### src/rtl/wb_c_uart.sv
// Wishbone character-bus UART: 8N1 console with TX/RX byte FIFOs, STATUS register and an
// RX-non-empty level interrupt.
module wb_c_uart #(
    parameter int unsigned CLK_DIV = 868,
    parameter int unsigned FIFO_AW = 4
) (
    input  logic        clk,
    input  logic        rst,
    input  logic        wb_c_stb_i,
    input  logic        wb_c_we_i,
    input  logic [31:0] wb_c_adr_i,
    input  logic [7:0]  wb_c_dat_i,
    output logic [7:0]  wb_c_dat_o,
    output logic        wb_c_ack_o,
    output logic        wb_c_err_o,
    output logic        wb_c_rty_o,
    input  logic        uart_rxd_i,
    output logic        uart_txd_o,
    output logic        irq_o
);

    localparam int unsigned Depth = 1 << FIFO_AW;
    localparam logic [15:0] BitLast = 16'(CLK_DIV - 1);
    localparam logic [15:0] HalfLast = 16'(CLK_DIV / 2 - 1);
    localparam logic [FIFO_AW:0] PtrOne = {{FIFO_AW{1'b0}}, 1'b1};

    localparam logic [1:0] StIdle  = 2'd0;
    localparam logic [1:0] StStart = 2'd1;
    localparam logic [1:0] StData  = 2'd2;
    localparam logic [1:0] StStop  = 2'd3;

    logic unused_bits;
    assign unused_bits = ^{wb_c_adr_i[31:3], wb_c_adr_i[1:0]};

    // ---------------------------------------------------------------- bus decode
    logic ack_q, ack_d;
    logic [7:0] dat_q, dat_d;
    logic sel_stat, wr_data, rd_data, clr_ovr;

    assign ack_d    = wb_c_stb_i & ~ack_q;
    assign sel_stat = wb_c_adr_i[2];
    assign wr_data  = ack_d & wb_c_we_i & ~sel_stat;
    assign rd_data  = ack_d & ~wb_c_we_i & ~sel_stat;
    assign clr_ovr  = ack_d & wb_c_we_i & sel_stat & wb_c_dat_i[2];

    // ---------------------------------------------------------------- FIFO storage
    logic [7:0] tx_mem_q [Depth];
    logic [7:0] rx_mem_q [Depth];
    logic [FIFO_AW:0] tx_wptr_q, tx_rptr_q, rx_wptr_q, rx_rptr_q;
    logic tx_full, tx_empty, rx_full, rx_empty;
    logic tx_push, tx_pop, rx_push, rx_pop;

    assign tx_empty = tx_wptr_q == tx_rptr_q;
    assign tx_full  = (tx_wptr_q[FIFO_AW] != tx_rptr_q[FIFO_AW]) &&
                      (tx_wptr_q[FIFO_AW-1:0] == tx_rptr_q[FIFO_AW-1:0]);
    assign rx_empty = rx_wptr_q == rx_rptr_q;
    assign rx_full  = (rx_wptr_q[FIFO_AW] != rx_rptr_q[FIFO_AW]) &&
                      (rx_wptr_q[FIFO_AW-1:0] == rx_rptr_q[FIFO_AW-1:0]);

    assign tx_push = wr_data & ~tx_full;
    assign rx_pop  = rd_data & ~rx_empty;

    // ---------------------------------------------------------------- TX engine
    logic [1:0]  tx_st_q, tx_st_d;
    logic [15:0] tx_cnt_q, tx_cnt_d;
    logic [7:0]  tx_sh_q, tx_sh_d;
    logic [2:0]  tx_bit_q, tx_bit_d;
    logic        txd_q, txd_d;
    logic        tx_load;

    // A new byte may start straight out of the last stop-bit cycle, so frames abut.
    assign tx_load = ~tx_empty & ((tx_st_q == StIdle) ||
                                  (tx_st_q == StStop && tx_cnt_q == 16'd0));
    assign tx_pop  = tx_load;

    always_comb begin
        tx_st_d  = tx_st_q;
        tx_cnt_d = tx_cnt_q;
        tx_sh_d  = tx_sh_q;
        tx_bit_d = tx_bit_q;
        txd_d    = txd_q;
        if (tx_st_q != StIdle && tx_cnt_q != 16'd0) begin
            tx_cnt_d = tx_cnt_q - 16'd1;
        end
        case (tx_st_q)
            StStart: begin
                if (tx_cnt_q == 16'd0) begin
                    tx_st_d  = StData;
                    tx_cnt_d = BitLast;
                    txd_d    = tx_sh_q[0];
                    tx_sh_d  = {1'b0, tx_sh_q[7:1]};
                    tx_bit_d = 3'd0;
                end
            end
            StData: begin
                if (tx_cnt_q == 16'd0) begin
                    tx_cnt_d = BitLast;
                    if (tx_bit_q == 3'd7) begin
                        tx_st_d = StStop;
                        txd_d   = 1'b1;
                    end else begin
                        txd_d    = tx_sh_q[0];
                        tx_sh_d  = {1'b0, tx_sh_q[7:1]};
                        tx_bit_d = tx_bit_q + 3'd1;
                    end
                end
            end
            StStop: begin
                if (tx_cnt_q == 16'd0) begin
                    tx_st_d = StIdle;
                end
            end
            default: ;
        endcase
        if (tx_load) begin
            tx_st_d  = StStart;
            tx_cnt_d = BitLast;
            tx_sh_d  = tx_mem_q[tx_rptr_q[FIFO_AW-1:0]];
            txd_d    = 1'b0;
        end
    end

    // ---------------------------------------------------------------- RX engine
    logic        rx_s1_q, rx_s2_q;
    logic [1:0]  rx_st_q, rx_st_d;
    logic [15:0] rx_cnt_q, rx_cnt_d;
    logic [7:0]  rx_sh_q, rx_sh_d;
    logic [2:0]  rx_bit_q, rx_bit_d;
    logic        rx_done;

    assign rx_done = (rx_st_q == StStop) && (rx_cnt_q == 16'd0) && rx_s2_q;
    assign rx_push = rx_done & ~rx_full;

    always_comb begin
        rx_st_d  = rx_st_q;
        rx_cnt_d = rx_cnt_q;
        rx_sh_d  = rx_sh_q;
        rx_bit_d = rx_bit_q;
        if (rx_st_q != StIdle && rx_cnt_q != 16'd0) begin
            rx_cnt_d = rx_cnt_q - 16'd1;
        end
        case (rx_st_q)
            StIdle: begin
                if (!rx_s2_q) begin
                    rx_st_d  = StStart;
                    rx_cnt_d = HalfLast;
                end
            end
            StStart: begin
                if (rx_cnt_q == 16'd0) begin
                    if (!rx_s2_q) begin
                        rx_st_d  = StData;
                        rx_cnt_d = BitLast;
                        rx_bit_d = 3'd0;
                    end else begin
                        rx_st_d = StIdle;
                    end
                end
            end
            StData: begin
                if (rx_cnt_q == 16'd0) begin
                    rx_sh_d  = {rx_s2_q, rx_sh_q[7:1]};
                    rx_cnt_d = BitLast;
                    if (rx_bit_q == 3'd7) begin
                        rx_st_d = StStop;
                    end else begin
                        rx_bit_d = rx_bit_q + 3'd1;
                    end
                end
            end
            default: begin
                if (rx_cnt_q == 16'd0) begin
                    rx_st_d = StIdle;
                end
            end
        endcase
    end

    // ---------------------------------------------------------------- status / read data
    logic ovr_q, ovr_d;
    logic irq_q, irq_d;
    logic tx_idle;
    logic [7:0] status;

    assign tx_idle = tx_empty & (tx_st_q == StIdle);
    assign status  = {4'b0000, tx_idle, ovr_q, tx_full, ~rx_empty};
    // A new overrun in the same cycle as a clear must stick.
    assign ovr_d   = (rx_done & rx_full) | (ovr_q & ~clr_ovr);
    assign irq_d   = ~rx_empty;

    always_comb begin
        dat_d = 8'h00;
        if (ack_d && !wb_c_we_i) begin
            if (sel_stat) begin
                dat_d = status;
            end else if (!rx_empty) begin
                dat_d = rx_mem_q[rx_rptr_q[FIFO_AW-1:0]];
            end
        end
    end

    always_ff @(posedge clk) begin
        if (tx_push) begin
            tx_mem_q[tx_wptr_q[FIFO_AW-1:0]] <= wb_c_dat_i;
        end
        if (rx_push) begin
            rx_mem_q[rx_wptr_q[FIFO_AW-1:0]] <= rx_sh_q;
        end
    end

    always_ff @(posedge clk) begin
        if (rst) begin
            ack_q     <= 1'b0;
            dat_q     <= 8'h00;
            tx_wptr_q <= '0;
            tx_rptr_q <= '0;
            rx_wptr_q <= '0;
            rx_rptr_q <= '0;
            tx_st_q   <= StIdle;
            tx_cnt_q  <= 16'd0;
            tx_sh_q   <= 8'h00;
            tx_bit_q  <= 3'd0;
            txd_q     <= 1'b1;
            rx_s1_q   <= 1'b1;
            rx_s2_q   <= 1'b1;
            rx_st_q   <= StIdle;
            rx_cnt_q  <= 16'd0;
            rx_sh_q   <= 8'h00;
            rx_bit_q  <= 3'd0;
            ovr_q     <= 1'b0;
            irq_q     <= 1'b0;
        end else begin
            ack_q     <= ack_d;
            dat_q     <= dat_d;
            if (tx_push) tx_wptr_q <= tx_wptr_q + PtrOne;
            if (tx_pop)  tx_rptr_q <= tx_rptr_q + PtrOne;
            if (rx_push) rx_wptr_q <= rx_wptr_q + PtrOne;
            if (rx_pop)  rx_rptr_q <= rx_rptr_q + PtrOne;
            tx_st_q   <= tx_st_d;
            tx_cnt_q  <= tx_cnt_d;
            tx_sh_q   <= tx_sh_d;
            tx_bit_q  <= tx_bit_d;
            txd_q     <= txd_d;
            rx_s1_q   <= uart_rxd_i;
            rx_s2_q   <= rx_s1_q;
            rx_st_q   <= rx_st_d;
            rx_cnt_q  <= rx_cnt_d;
            rx_sh_q   <= rx_sh_d;
            rx_bit_q  <= rx_bit_d;
            ovr_q     <= ovr_d;
            irq_q     <= irq_d;
        end
    end

    assign wb_c_ack_o = ack_q;
    assign wb_c_dat_o = dat_q;
    assign wb_c_err_o = 1'b0;
    assign wb_c_rty_o = 1'b0;
    assign uart_txd_o = txd_q;
    assign irq_o      = irq_q;

endmodule

### config.mk
export PLATFORM = sky130hd
export DESIGN_NAME = wb_c_uart
export DESIGN_NICKNAME = d
export VERILOG_FILES = /design/src/rtl/wb_c_uart.sv
export SDC_FILE = /design/constraint.sdc
export NUM_CORES = 1
export LEC_CHECK = 0
export ABC_AREA = 1
export ABC_CLOCK_PERIOD_IN_PS = 2800
export CAP_MARGIN = 15
export CORE_MARGIN = 3
export CORE_UTILIZATION = 35
export CTS_CLUSTER_DIAMETER = 150
export DETAILED_ROUTE_END_ITERATION = 12
export PLACE_DENSITY = 0.54
export SLEW_MARGIN = 10
export SYNTH_ARGS = -nofsm -noshare
export SYNTH_HDL_FRONTEND = slang
export SYNTH_SLANG_ARGS = --single-unit
### constraint.sdc
create_clock -name clk -period 2.8 [get_ports clk]
set_input_delay 0.7 -clock clk [delete_from_list [all_inputs] [get_ports clk]]
set_output_delay 0.7 -clock clk [all_outputs]
set_load 0.02 [all_outputs]
==> results_dict.tcl <==
set metrics [dict create \
    antenna_found_initial 0 \
    initial_core_util_pct 36.0 \
    ys_warn_count 0 \
    insertion_delay_ns 0.55 \
    r2r_cells 9 \
    synthesis.area_um2 15300 \
    core_um2 42500 \
    holdBufCountCts 0 \
    grt_use_met2_pct 25.6 \
    avgViaCountPerCell 4.86 \
    num_vias 10500 \
    portBuffers 24 \
    drtAntennaViolNets 0 \
    grt_setup_unrepaired "false" \
    gr-usage-met1_pct 20.6 \
    cts_resized 0 \
    worst-slew-pin-transition_ns 0.915 \
    grt_max_degree 65 \
    finalMaxSlewViolations 0 \
    power_density_nw_per_um2 831 \
    slew_headroom_pct 38.9 \
    gr-total-overflow 0 \
    crit_required_ns 3.04 \
    die_h_um 215 \
    postCtsSetupBuffers 0 \
    finalCriticalPeriod_ns 2.27 \
    arrival_ns 2.51 \
    ff_latch_area_um2 9690 \
    synth_enable_flop_cells 256 \
    worstHoldPathType "reg2reg" \
    drv_cap 0 \
    power.share.clock_pct 33.7 \
    worstSetupStartpointType "flop" \
    comb_power_share_pct 23.3 \
    cts_tree "done" \
    drc_errors 0 \
    drive_gt1_share_pct 9.55 \
    wl_per_cell_um 16.4 \
    worstPathMaxFanout 14 \
    cellLeakagePower_nw 6.41 \
    grt_pass1_wl_mm 56.2 \
    htreeDepth 2 \
    root_buffer "clkbuf_16" \
    slowest_stage "dfxtp_1" \
    track_usage_pct 15.3 \
    fin_crit_sh_pct 81.2 \
    clock.fmax_ghz 0.440 \
    synthFlopType "edfxtp_1" \
    grt_pass1_vias 10200 \
    area_delta_synth_final_pct 15.4 \
    finalClockSkew_ns 0.0211 \
    swShare_pct 31.8 \
    worstHoldPathCells 1 \
    r2r-start "rx_cnt_q[0]" \
    p_int_mw 10.0 \
    synth.distinct_cells 46 \
    multi_input_comb_area_um2 4940 \
    r2r-end "rx_mem_q[1][7]" \
    synth-seq-area-share_pct 63.3 \
    cts_max_path_buffers 3 \
    fp.dieW_um 215 \
    ir_drop_mv 0.451 \
    tns_ns 0 \
    synth_seq_cells 356 \
    hold_viol 0 \
    switchingPower_mw 4.66 \
    die_area_um2 46200 \
    crit_chain "inv_1, ha_1, nand2_1, nor2_2, nand2_4, nor3_4, nand2_2, nor3_1, buf_4" \
    holdWs_ns 0.427 \
    dr.first_iter.drc_count 758 \
    critPathLaunch "rx_cnt_q[0]" \
    io_pins 58 \
    syn-instance-count 1504 \
    slowest_delay_ns 0.33 \
    setup_violations 0 \
    critPathKind "reg2reg" \
    dpl.hpwl_mm 22.9 \
    first_pass_iters 5 \
    totalWireLength_mm 35.7 \
    cts_buffers 39 \
    outcome "finished clean" \
    async_flop_share_pct 0 \
    fillers 4083 \
    clock-sinks 356 \
    grt_util_met3_pct 2.22 \
    r2r_setup_slack_ns 0.53 \
    final_cell_mix "303 x nor2_1, 256 x edfxtp_1, 190 x nand2_1" \
    path_clk_slew_ns 0.06 \
    routabilityCongestion 0.845 \
    power.share.sequential_pct 43.0 \
    final_common_cell "nor2_1" \
    antennaDiodeCount 0 \
    rows 75 \
    critPathCaptureType "flop" \
    nets 1627 \
    gr-max-usage-layer "met2" \
    avgSynthCellArea_um2 10.2 \
    cp-endpoint "rx_mem_q[1][7]" \
]
==> synthesized netlist by cell type (3+ instances only) <==
master	number	area share [%]
nand4_1	4	0.16
nor2_1	303	7.4
buf_2	21	0.69
edfxtp_1	256	50
nand3b_1	3	0.15
ha_1	22	1.8
xor2_1	28	1.6
nand2_2	6	0.25
a31oi_1	3	0.12
nand3_1	104	3.4
clkbuf_1	33	0.81
buf_1	6	0.15
nand2_1	190	4.7
o211ai_1	41	2.0
xnor2_1	15	0.86
o21ai_0	153	5.0
nor3_1	24	0.79
dfxtp_1	100	13
buf_6	5	0.37
inv_2	3	0.074
inv_1	84	2.1
a21oi_1	44	1.4
nand2_4	3	0.22
o21bai_1	3	0.15
o22ai_1	11	0.45
nor2_2	10	0.41
a211oi_2	4	0.33
==> worst max-delay path: cells and delay by family (launching register included) <==
kind / cells / cell delay, ns
buf+inv: 2 / 0.36
simple gates: 6 / 1.08
fa+ha+maj: 1 / 0.19
flops: 1 / 0.33
==> state kept, by name, indices dropped and copies added, names as in the netlist, 3 cells and up, named ones only <==
name	count
tx_sh_q	8
tx_wptr_q	5
rx_cnt_q	16
rx_wptr_q	5
tx_rptr_q	5
rx_mem_q	128
rx_sh_q	8
tx_mem_q	128
tx_cnt_q	16
tx_bit_q	3
rx_bit_q	3
wb_c_dat_o	8
rx_rptr_q	5
==> how the worst min path moves through the flow <==
stage                     endpoint     from  slack [ns]
after CTS                  rx_s2_q  rx_s1_q        0.44
after global placement     rx_s2_q  rx_s1_q        0.43
after floorplan            rx_s2_q  rx_s1_q        0.39
final                      rx_s2_q  rx_s1_q        0.43
after global routing       rx_s2_q  rx_s1_q        0.44
after detailed placement   rx_s2_q  rx_s1_q        0.42
==> area by class of cell <==
| cell class | count | share of cell area (%) |
|---|---|---|
| Sequential cell | 356 | 54.9 |
| Multi-Input combinational cell | 991 | 28.0 |
| Clock buffer | 55 | 6.27 |
| Tap cell | 577 | 4.09 |
| Timing Repair Buffer | 82 | 3.97 |
| Inverter | 90 | 1.93 |
| Clock inverter | 17 | 0.801 |
==> metrics by stage <==
step                instance area [um2]  worst slack, ns  power (mW)  std cells  utilization (%)
floorplan                         15300            0.480        9.03       1505                -
global placement                  16400            0.163        9.79       2096             38.6
detailed placement                16400            0.169        9.83       2096             38.6
CTS                               17600            0.487        14.8       2168             41.5
global route                      17600            0.353        15.6       2168             41.5
finish                            17600            0.525        14.7       2168             41.5
==> power by group through the flow <==
stage / clock network, mW / logic (mW) / registers [mW]
2_1_floorplan: 0 / 2.73 / 6.30
3_3_place_gp: 0 / 3.38 / 6.41
3_5_place_dp: 0 / 3.42 / 6.42
4_1_cts: 5.06 / 3.45 / 6.31
5_1_grt: 5.28 / 3.92 / 6.36
6_report: 4.93 / 3.42 / 6.31
==> cells by family (layout without fill, tap and decap cells) <==
group	after synthesis	after routing	share of synthesized area, %
and+or+nand+nor	659	659	18.2
DFF	356	356	63.3
other	1	2	0.0245
AOI/OAI and AO/OA	265	265	9.78
buffers and inverters	158	244	4.37
xor gates and xnor gates	43	43	2.46
adders and majority gates	22	22	1.80
==> routing by layer <==
layer  share of wire, %  vias up
met5                  0        -
met1                 45     5016
li1                   -     5277
met4                2.3        0
met2                 49      195
met3                3.8       53
Power figures use the tool's default switching activity.
